$ cat src/rtl/exit_status_reporter.sv
// exit_status_reporter
// Captures the x_heep_system exit value on each rising edge of the exit-valid
// strobe. It then prints the line "EXIT XXXXXXXX\r\n" (8 uppercase hex digits)
// on a dedicated 8N1 debug UART pin. It also drives pass/fail LEDs, so a board
// run can report its result without JTAG.
//
// Ports:
//   clk_i        system clock
//   rst_ni       synchronous active-low reset
//   exit_valid_i exit strobe (level); a rising edge seen in IDLE triggers a line
//   exit_value_i 32-bit exit value, sampled only on the trigger cycle
//   uart_tx_o    registered 8N1 serial output, idle high
//   busy_o       registered, high while a line is being transmitted
//   pass_led_o   high once the last captured value was zero
//   fail_led_o   high once the last captured value was nonzero
module exit_status_reporter #(
  parameter int CLKS_PER_BIT = 130
) (
  input  logic        clk_i,
  input  logic        rst_ni,
  input  logic        exit_valid_i,
  input  logic [31:0] exit_value_i,
  output logic        uart_tx_o,
  output logic        busy_o,
  output logic        pass_led_o,
  output logic        fail_led_o
);

  localparam int BAUD_W = $clog2(CLKS_PER_BIT);
  localparam logic [BAUD_W-1:0] BAUD_LAST = BAUD_W'(CLKS_PER_BIT - 1);
  localparam logic [3:0] LAST_CHAR = 4'd14;

  typedef enum logic [1:0] {
    IDLE,
    START,
    DATA,
    STOP
  } state_t;

  state_t            state_q, state_d;
  logic [BAUD_W-1:0] baud_cnt_q, baud_cnt_d;
  logic [2:0]        bit_cnt_q, bit_cnt_d;
  logic [3:0]        char_idx_q, char_idx_d;
  logic [31:0]       value_q, value_d;
  logic              valid_q, valid_d;
  logic              tx_q, tx_d;
  logic              busy_q, busy_d;
  logic              pass_q, pass_d;
  logic              fail_q, fail_d;

  logic [7:0]        char_byte;
  logic [3:0]        nibble;
  logic              is_digit;
  logic              baud_last;

  // Character currently being sent. It is chosen from the index and the held
  // value. Indices 5..12 are the hex digits, most significant nibble first.
  always_comb begin
    nibble    = 4'h0;
    char_byte = 8'h0A;
    is_digit  = (char_idx_q >= 4'd5) && (char_idx_q <= 4'd12);
    case (char_idx_q)
      4'd0:    char_byte = 8'h45;
      4'd1:    char_byte = 8'h58;
      4'd2:    char_byte = 8'h49;
      4'd3:    char_byte = 8'h54;
      4'd4:    char_byte = 8'h20;
      4'd13:   char_byte = 8'h0D;
      default: char_byte = 8'h0A;
    endcase
    case (char_idx_q)
      4'd5:    nibble = value_q[31:28];
      4'd6:    nibble = value_q[27:24];
      4'd7:    nibble = value_q[23:20];
      4'd8:    nibble = value_q[19:16];
      4'd9:    nibble = value_q[15:12];
      4'd10:   nibble = value_q[11:8];
      4'd11:   nibble = value_q[7:4];
      4'd12:   nibble = value_q[3:0];
      default: nibble = 4'h0;
    endcase
    if (is_digit) begin
      char_byte = (nibble < 4'd10) ? (8'h30 + {4'h0, nibble})
                                   : (8'h37 + {4'h0, nibble});
    end
  end

  assign baud_last = (baud_cnt_q == BAUD_LAST);

  // Next-state logic for the transmitter. tx_d is the value the pin takes
  // after this edge. It is computed here so the pin itself comes straight
  // from a flop. valid_q follows the strobe every cycle, including while
  // busy, so a line only starts on a fresh rising edge.
  always_comb begin
    state_d    = state_q;
    baud_cnt_d = baud_cnt_q;
    bit_cnt_d  = bit_cnt_q;
    char_idx_d = char_idx_q;
    value_d    = value_q;
    valid_d    = exit_valid_i;
    tx_d       = tx_q;
    busy_d     = busy_q;
    pass_d     = pass_q;
    fail_d     = fail_q;

    case (state_q)
      IDLE: begin
        tx_d   = 1'b1;
        busy_d = 1'b0;
        if (exit_valid_i && !valid_q) begin
          state_d    = START;
          value_d    = exit_value_i;
          pass_d     = (exit_value_i == 32'h0);
          fail_d     = (exit_value_i != 32'h0);
          char_idx_d = 4'd0;
          baud_cnt_d = '0;
          bit_cnt_d  = 3'd0;
          tx_d       = 1'b0;
          busy_d     = 1'b1;
        end
      end

      START: begin
        if (baud_last) begin
          baud_cnt_d = '0;
          bit_cnt_d  = 3'd0;
          state_d    = DATA;
          tx_d       = char_byte[0];
        end else begin
          baud_cnt_d = baud_cnt_q + BAUD_W'(1);
        end
      end

      DATA: begin
        if (baud_last) begin
          baud_cnt_d = '0;
          if (bit_cnt_q == 3'd7) begin
            state_d = STOP;
            tx_d    = 1'b1;
          end else begin
            bit_cnt_d = bit_cnt_q + 3'd1;
            tx_d      = char_byte[bit_cnt_q + 3'd1];
          end
        end else begin
          baud_cnt_d = baud_cnt_q + BAUD_W'(1);
        end
      end

      STOP: begin
        if (baud_last) begin
          baud_cnt_d = '0;
          if (char_idx_q < LAST_CHAR) begin
            char_idx_d = char_idx_q + 4'd1;
            state_d    = START;
            tx_d       = 1'b0;
          end else begin
            state_d = IDLE;
            tx_d    = 1'b1;
            busy_d  = 1'b0;
          end
        end else begin
          baud_cnt_d = baud_cnt_q + BAUD_W'(1);
        end
      end

      default: begin
        state_d = IDLE;
        tx_d    = 1'b1;
        busy_d  = 1'b0;
      end
    endcase
  end

  // State register. Reset has priority over a trigger on the same edge.
  always_ff @(posedge clk_i) begin
    if (!rst_ni) begin
      state_q    <= IDLE;
      baud_cnt_q <= '0;
      bit_cnt_q  <= 3'd0;
      char_idx_q <= 4'd0;
      value_q    <= 32'h0;
      valid_q    <= 1'b0;
      tx_q       <= 1'b1;
      busy_q     <= 1'b0;
      pass_q     <= 1'b0;
      fail_q     <= 1'b0;
    end else begin
      state_q    <= state_d;
      baud_cnt_q <= baud_cnt_d;
      bit_cnt_q  <= bit_cnt_d;
      char_idx_q <= char_idx_d;
      value_q    <= value_d;
      valid_q    <= valid_d;
      tx_q       <= tx_d;
      busy_q     <= busy_d;
      pass_q     <= pass_d;
      fail_q     <= fail_d;
    end
  end

  assign uart_tx_o  = tx_q;
  assign busy_o     = busy_q;
  assign pass_led_o = pass_q;
  assign fail_led_o = fail_q;

endmodule
$ cat config.mk
export PLATFORM = sky130hd
export DESIGN_NAME = exit_status_reporter
export DESIGN_NICKNAME = d
export VERILOG_FILES = /design/src/rtl/exit_status_reporter.sv
export SDC_FILE = /design/constraint.sdc
export NUM_CORES = 1
export LEC_CHECK = 0
export CAP_MARGIN = 15
export CORE_MARGIN = 2
export CORE_UTILIZATION = 50
export CTS_BUF_LIST = sky130_fd_sc_hd__clkbuf_16
export DETAILED_ROUTE_END_ITERATION = 16
export PLACE_DENSITY_LB_ADDON = 0.12
export SYNTH_ARGS = -nofsm -noshare
export SYNTH_HDL_FRONTEND = slang
export SYNTH_SLANG_ARGS = --single-unit
$ cat constraint.sdc
create_clock -name clk_i -period 2.2 [get_ports clk_i]
set_input_delay 0.55 -clock clk_i [delete_from_list [all_inputs] [get_ports clk_i]]
set_output_delay 0.55 -clock clk_i [all_outputs]
set_load 0.02 [all_outputs]
==> flow_summary.toml, run 1 <==
[clocking]
clockBufferDepth = 2
cts_root_buffer = "clkbuf_16"
cts_tree = "built"
cts_buffers = 5
cts_max_level = 2
clk_pin_slew_ns = 0.07
clock_sinks = 54
clock_latency_ns = 0.29

[timing]
clock-skew-final_ns = 0.00439
finalMaxSlewViolations = 0
finalCritPeriodShare_pct = 107
max_slew_margin_pct = 71.4
finalWorstSetupSlack_ns = -0.153
setup_viol = 1
layout_min_cycle_time_ns = 2.35
worst_pin_slew_ns = 0.418
fmax_mhz = 425
rsz0062_at_grt = "true"
hold_viol_final = 0

[critical_path]
regToRegStartpoint = "char_idx_q[0]"
worst_setup_path_start_kind = "flip-flop"
critical_path_class = "reg2reg"
end_kind = "flip-flop"
rrSetupSlack_ns = -0.15
critPathMaxFanout = 6
cp.required_ns = 2.42
cp.arrival_ns = 2.58
reg2regPathDepth = 12
r2r_end = "uart_tx_o"

[grt]
grt_overflow = 0
antenna_found_initial = 0
grt_max_degree = 50
grt_usage_pct = 24.2
grt_pass1_vias = 2695
grt_pass1_wl_um = 12700

[floorplan]
die_y_um = 82.0
fp-row-count = 28
die_area_um2 = 6730
start_util_pct = 51.4
io_pins = 39
coreArea_um2 = 5920
die_w_um = 82.0

[cells_and_area]
drive_above_1_share_pct = 18.6
final_nets = 489
nFillCells = 484
diodes = 0
final_cell_area_um2 = 4050
final_cell_mix = "nand2_1, dfxtp_1, clkdlybuf4s50_1"
syn_to_final_growth_pct = 32.9
layout_commonest_cell = "nand2_1"
fin_util_pct = 68.4
fin_cells = 516

[hold_path]
min_to = "value_q[22]"
min_path_type = "reg2reg"
worstHoldPathCells = 2
holdCritStartpoint = "value_q[22]"

[status]
failed_checks = "setup timing"
status = "finished with violations"

[place]
portBuffers = 38
post-place-ws_ns = -0.213
dp.cells = 501
placed_cell_area_um2 = 3740
place.gp.congestion = 0.935
dpl.hpwl_um = 5390

[synthesis]
syn_area_um2 = 3050
synth_flop_cell = "dfxtp_1"
synth_fp_nets = 430
ys_seq_area_share_pct = 35.5
synth_seq_cells = 54
synth-edff-count = 0
synth.distinct_cells = 61
synthArstFlopShare_pct = 0
yosysWarnings = 0
netlist_instances = 381
syn_area_per_cell_um2 = 7.99

[power]
powerDensity_nw_per_um2 = 764
p_leak_uw = 0.00148
irDropWorstVdd_uv = 501

[flow_run]
maxCapViolCount = 0

[drt]
drtAntennaViolNets = 0
wl_um = 7510
drc = 0
drt-initial-drc-count = 155
wl_per_cell_um = 14.6
vias = 2909
dr.pass1.iters = 4
viasPerCell = 5.64
==> critical path, cell delays in order (launching register included) <==
cell and delay (ns):
dfxtp_4 0.35, buf_6 0.11, ha_4 0.18, buf_6 0.14, a22oi_2 0.16, o22ai_2 0.12, a211oi_4 0.35, buf_4 0.18
and3_1 0.15, o22ai_1 0.09, a21oi_2 0.16, o311ai_2 0.12, a31oi_1 0.17
==> power by group <==
group / internal [uW] / leakage (uW) / total [uW] / switching [uW]
logic: 478 / 0.000964 / 1100 / 619
registers: 1120 / 0.000443 / 1230 / 111
clock network: 419 / 0.0000730 / 771 / 353
total: 2010 / 0.00148 / 3100 / 1080
==> worst max-delay path by stage <==
stage	start	slack (ns)	to
6_report	char_idx_q[0]	-0.15	uart_tx_o
3_5_place_dp	char_idx_q[0]	-0.21	uart_tx_o
4_1_cts	char_idx_q[0]	-0.11	uart_tx_o
2_1_floorplan	char_idx_q[0]	0.05	uart_tx_o
5_1_grt	char_idx_q[0]	-0.29	uart_tx_o
3_3_place_gp	char_idx_q[0]	-0.07	uart_tx_o
==> timing repair <==
item                       4_1_cts  5_1_grt
pin swaps                       16        5
buffers inserted                 5        2
hold buffers                     0        0
gates resized for setup         16       11
setup endpoints to repair        1        8
==> sequential cells by signal (all words and copies together), names as in the netlist <==
name,flops
uart_tx_o,1
bit_cnt_q,3
char_idx_q,4
pass_led_o,1
state_q,2
value_q,32
fail_led_o,1
baud_cnt_q,8
valid_q,1
busy_o,1
==> area by class of cell <==
type | instances | area, um^2 | share of cell area [%]
multi-input cells | 293 | 1970 | 48.7
flip-flops and latches | 54 | 1090 | 26.9
repair buffers | 75 | 704 | 17.4
clock buffers | 5 | 125 | 3.09
well taps | 75 | 93.8 | 2.32
inverters | 11 | 46.3 | 1.14
clock inverters | 3 | 16.3 | 0.402
==> cell usage after synthesis (3+ instances only) <==
| library cell | n | area share, % |
|---|---|---|
| and3_1 | 5 | 1.0 |
| nor3_1 | 4 | 0.66 |
| a21oi_1 | 10 | 1.6 |
| nand2b_1 | 4 | 0.82 |
| clkbuf_1 | 15 | 1.8 |
| nor4_1 | 12 | 2.5 |
| o21ai_0 | 13 | 2.1 |
| a22oi_1 | 8 | 2.0 |
| dfxtp_1 | 54 | 35 |
| xor2_1 | 6 | 1.7 |
| a21boi_0 | 33 | 8.1 |
| buf_2 | 4 | 0.66 |
| nand3_1 | 7 | 1.2 |
| and2_1 | 7 | 1.4 |
| nand2_1 | 86 | 11 |
| nand4_1 | 7 | 1.4 |
| nor2_1 | 21 | 2.6 |
| nor2b_1 | 5 | 1.0 |
| inv_1 | 11 | 1.4 |
| ha_1 | 14 | 5.8 |
| o22ai_1 | 3 | 0.62 |
==> kinds of logic after synthesis <==
| kind of cell | share of synthesized area [%] |
|---|---|
| xor+xnor | 1.73 |
| buf+inv | 5.09 |
| compound gates | 25.3 |
| fa+ha+maj | 5.75 |
| simple gates | 25.5 |
| mux | 1.15 |
| flops | 35.5 |
==> metrics by stage <==
step | hold slack [ns] | setup TNS [ns] | power, uW
floorplan | 0.439 | 0 | 1930
global placement | 0.450 | -0.0686 | 2300
detailed placement | 0.459 | -0.213 | 2320
CTS | 0.471 | -0.110 | 3100
global route | 0.481 | -0.289 | 3310
finish | 0.463 | -0.153 | 3100
==> metal layers <==
layer  track usage, %  wire (um)
met5                0          0
met1             34.1       3720
met4             6.33         74
met2             38.1       3420
met3             4.29        295
(Power assumes the default switching activity.)
==> run 2, diff against run 1 <==
--- a/config.mk
+++ b/config.mk
@@ -9,6 +9,7 @@
 export CORE_MARGIN = 2
 export CORE_UTILIZATION = 50
 export CTS_BUF_LIST = sky130_fd_sc_hd__clkbuf_16
+export CTS_CLUSTER_DIAMETER = 100
 export DETAILED_ROUTE_END_ITERATION = 16
 export PLACE_DENSITY_LB_ADDON = 0.12
 export SYNTH_ARGS = -nofsm -noshare
==> results of run 2 <==
Same layout as run 1: the final DEF is identical, and so are final timing and power.
==> run 3, diff against run 2 <==
--- a/config.mk
+++ b/config.mk
@@ -5,12 +5,12 @@
 export SDC_FILE = /design/constraint.sdc
 export NUM_CORES = 1
 export LEC_CHECK = 0
-export CAP_MARGIN = 15
 export CORE_MARGIN = 2
 export CORE_UTILIZATION = 50
 export CTS_BUF_LIST = sky130_fd_sc_hd__clkbuf_16
 export CTS_CLUSTER_DIAMETER = 100
 export DETAILED_ROUTE_END_ITERATION = 16
+export GPL_TIMING_DRIVEN = 0
 export PLACE_DENSITY_LB_ADDON = 0.12
 export SYNTH_ARGS = -nofsm -noshare
 export SYNTH_HDL_FRONTEND = slang
==> run 3 against run 2 <==
The run still ends with setup timing left. Sequential cell count unchanged. Routed wire length is 7.2% higher. Cell area down 1.6%. Sequential power hardly changed. Highest routed layer unchanged.
==> flow_summary.toml, run 3 (synthesis gave the netlist of run 1 again) <==
[status]
status = "finished with violations"
failed_checks = "setup timing"

[hold_path]
min_path_type = "reg2reg"

[critical_path]
worst_setup_path_start_kind = "flip-flop"
critPathMaxFanout = 5
cp.arrival_ns = 2.66
end_kind = "flip-flop"
critical_path_class = "reg2reg"
cp.required_ns = 2.37

[floorplan]
die_area_um2 = 6730
die_w_um = 82.0
start_util_pct = 51.4
coreArea_um2 = 5920
fp-row-count = 28
die_y_um = 82.0
io_pins = 39

[timing]
clock-skew-final_ns = 0.00680
finalMaxSlewViolations = 0
layout_min_cycle_time_ns = 2.50
max_slew_margin_pct = 63.8
setup_viol = 1
finalWorstSetupSlack_ns = -0.296
finalCritPeriodShare_pct = 113
fmax_mhz = 401
fin_setup_tns_ns = -0.296
rsz0062_at_grt = "true"
hold_viol_final = 0
worst_pin_slew_ns = 0.539

[grt]
grt_usage_pct = 24.9
grt_max_degree = 16
antenna_found_initial = 0
grt_overflow = 0
grt_pass1_vias = 2646
grt_pass1_wl_um = 12700

[cells_and_area]
diodes = 0
drive_above_1_share_pct = 16.9
top_regs = "value_q: 32 flops, baud_cnt_q: 8 flops, char_idx_q: 4 flops"
register_area_um2 = 1090
layout_commonest_cell = "nand2_1"
fin_cells = 514
multi_input_area_um2 = 1960
largest_reg_flops = 32
nFillCells = 498
largest_register = "value_q"
syn_to_final_growth_pct = 30.9
final_cell_area_um2 = 3990
final_nets = 488
fin_util_pct = 67.3
final_cell_mix = "nand2_1, dfxtp_1, clkdlybuf4s50_1"

[clocking]
clk_pin_slew_ns = 0.07
clock_latency_ns = 0.29
cts_root_buffer = "clkbuf_16"
cts_tree = "built"
cts_max_level = 2
cts_buffers = 5
clockBufferDepth = 2
ctsHoldBuffers = 0
clock_sinks = 54

[place]
portBuffers = 37
dpl.hpwl_um = 5690
dp.cells = 493
place.gp.congestion = 0.894
placed_cell_area_um2 = 3590

[drt]
dr.pass1.iters = 6
wl_um = 8050
viasPerCell = 5.70
drc = 0
drt-initial-drc-count = 169
drtAntennaViolNets = 0
vias = 2928
wl_per_cell_um = 15.7

[power]
irDropWorstVdd_uv = 508
powerDensity_nw_per_um2 = 790
p_leak_uw = 0.00144
total_power_uw = 3150

[flow_run]
maxCapViolCount = 0
## run 3: cell types whose count changed in the layout (fill, tap and decap cells not counted), sizes merged
cell           before  now
buf                36   23
clkdlybuf4s50      38   37
clkbuf              6   19
bufinv              0    1
inv                13   11
## run 3: path summary, 6_finish.rpt
check | startpoint | to | slack (ns) | cells past startpoint
hold / removal | value_q[27] | value_q[27] | 0.47 | 2
setup reg to reg | char_idx_q[0] | uart_tx_o | -0.30 | 13
setup / recovery | char_idx_q[0] | uart_tx_o | -0.30 | 13
hold reg to reg | value_q[27] | value_q[27] | 0.47 | 2
## run 3: metal layers
layer  vias up  wire length (um)  global-route usage (%)
met5         -                 0                       0
li1       1466                 -                       -
met4         0                88                    6.83
met2        70              3830                    40.9
met3         8               400                    3.85
met1      1384              3740                    33.8
## run 3: timing repair
action / 4_1_cts / 5_1_grt
endpoints found under the setup margin: 5 / 28
pin swaps: 8 / 12
setup buffers: 13 / 3
resized for setup: 13 / 22
gates cloned: 0 / 0
## run 3: stage by stage
stage	hold WS, ns	setup slack [ns]
final	0.468	-0.296
after global routing	0.491	-0.406
after CTS	0.469	-0.306
after detailed placement	0.457	-0.392
after global placement	0.450	-0.376
after floorplan	0.439	0.0464
## run 3: final cells by class
type / count / share of cell area (%)
multi-input combinational: 293 / 49.2
sequential: 54 / 27.3
timing repair buffer: 53 / 12.7
buffer: 21 / 3.23
clock buffer: 5 / 3.14
tap: 75 / 2.35
inverter: 11 / 1.16
clock inverter: 2 / 0.848
## run 3: critical path: stages (launching register included)
cell and delay [ns]:
dfxtp_4 0.37, buf_6 0.12, ha_4 0.18, buf_8 0.14, a22oi_2 0.18, o22ai_1 0.12, a211oi_2 0.25, buf_4 0.19
buf_4 0.11, a311oi_2 0.03, o21ai_1 0.20, a21oi_2 0.06, o311ai_2 0.29, a31oi_1 0.11
## run 3: power by group
part           switching [uW]  leakage (uW)  internal, uW
combinational             642      0.000920           415
sequential                102      0.000443          1120
clock                     346     0.0000773           527
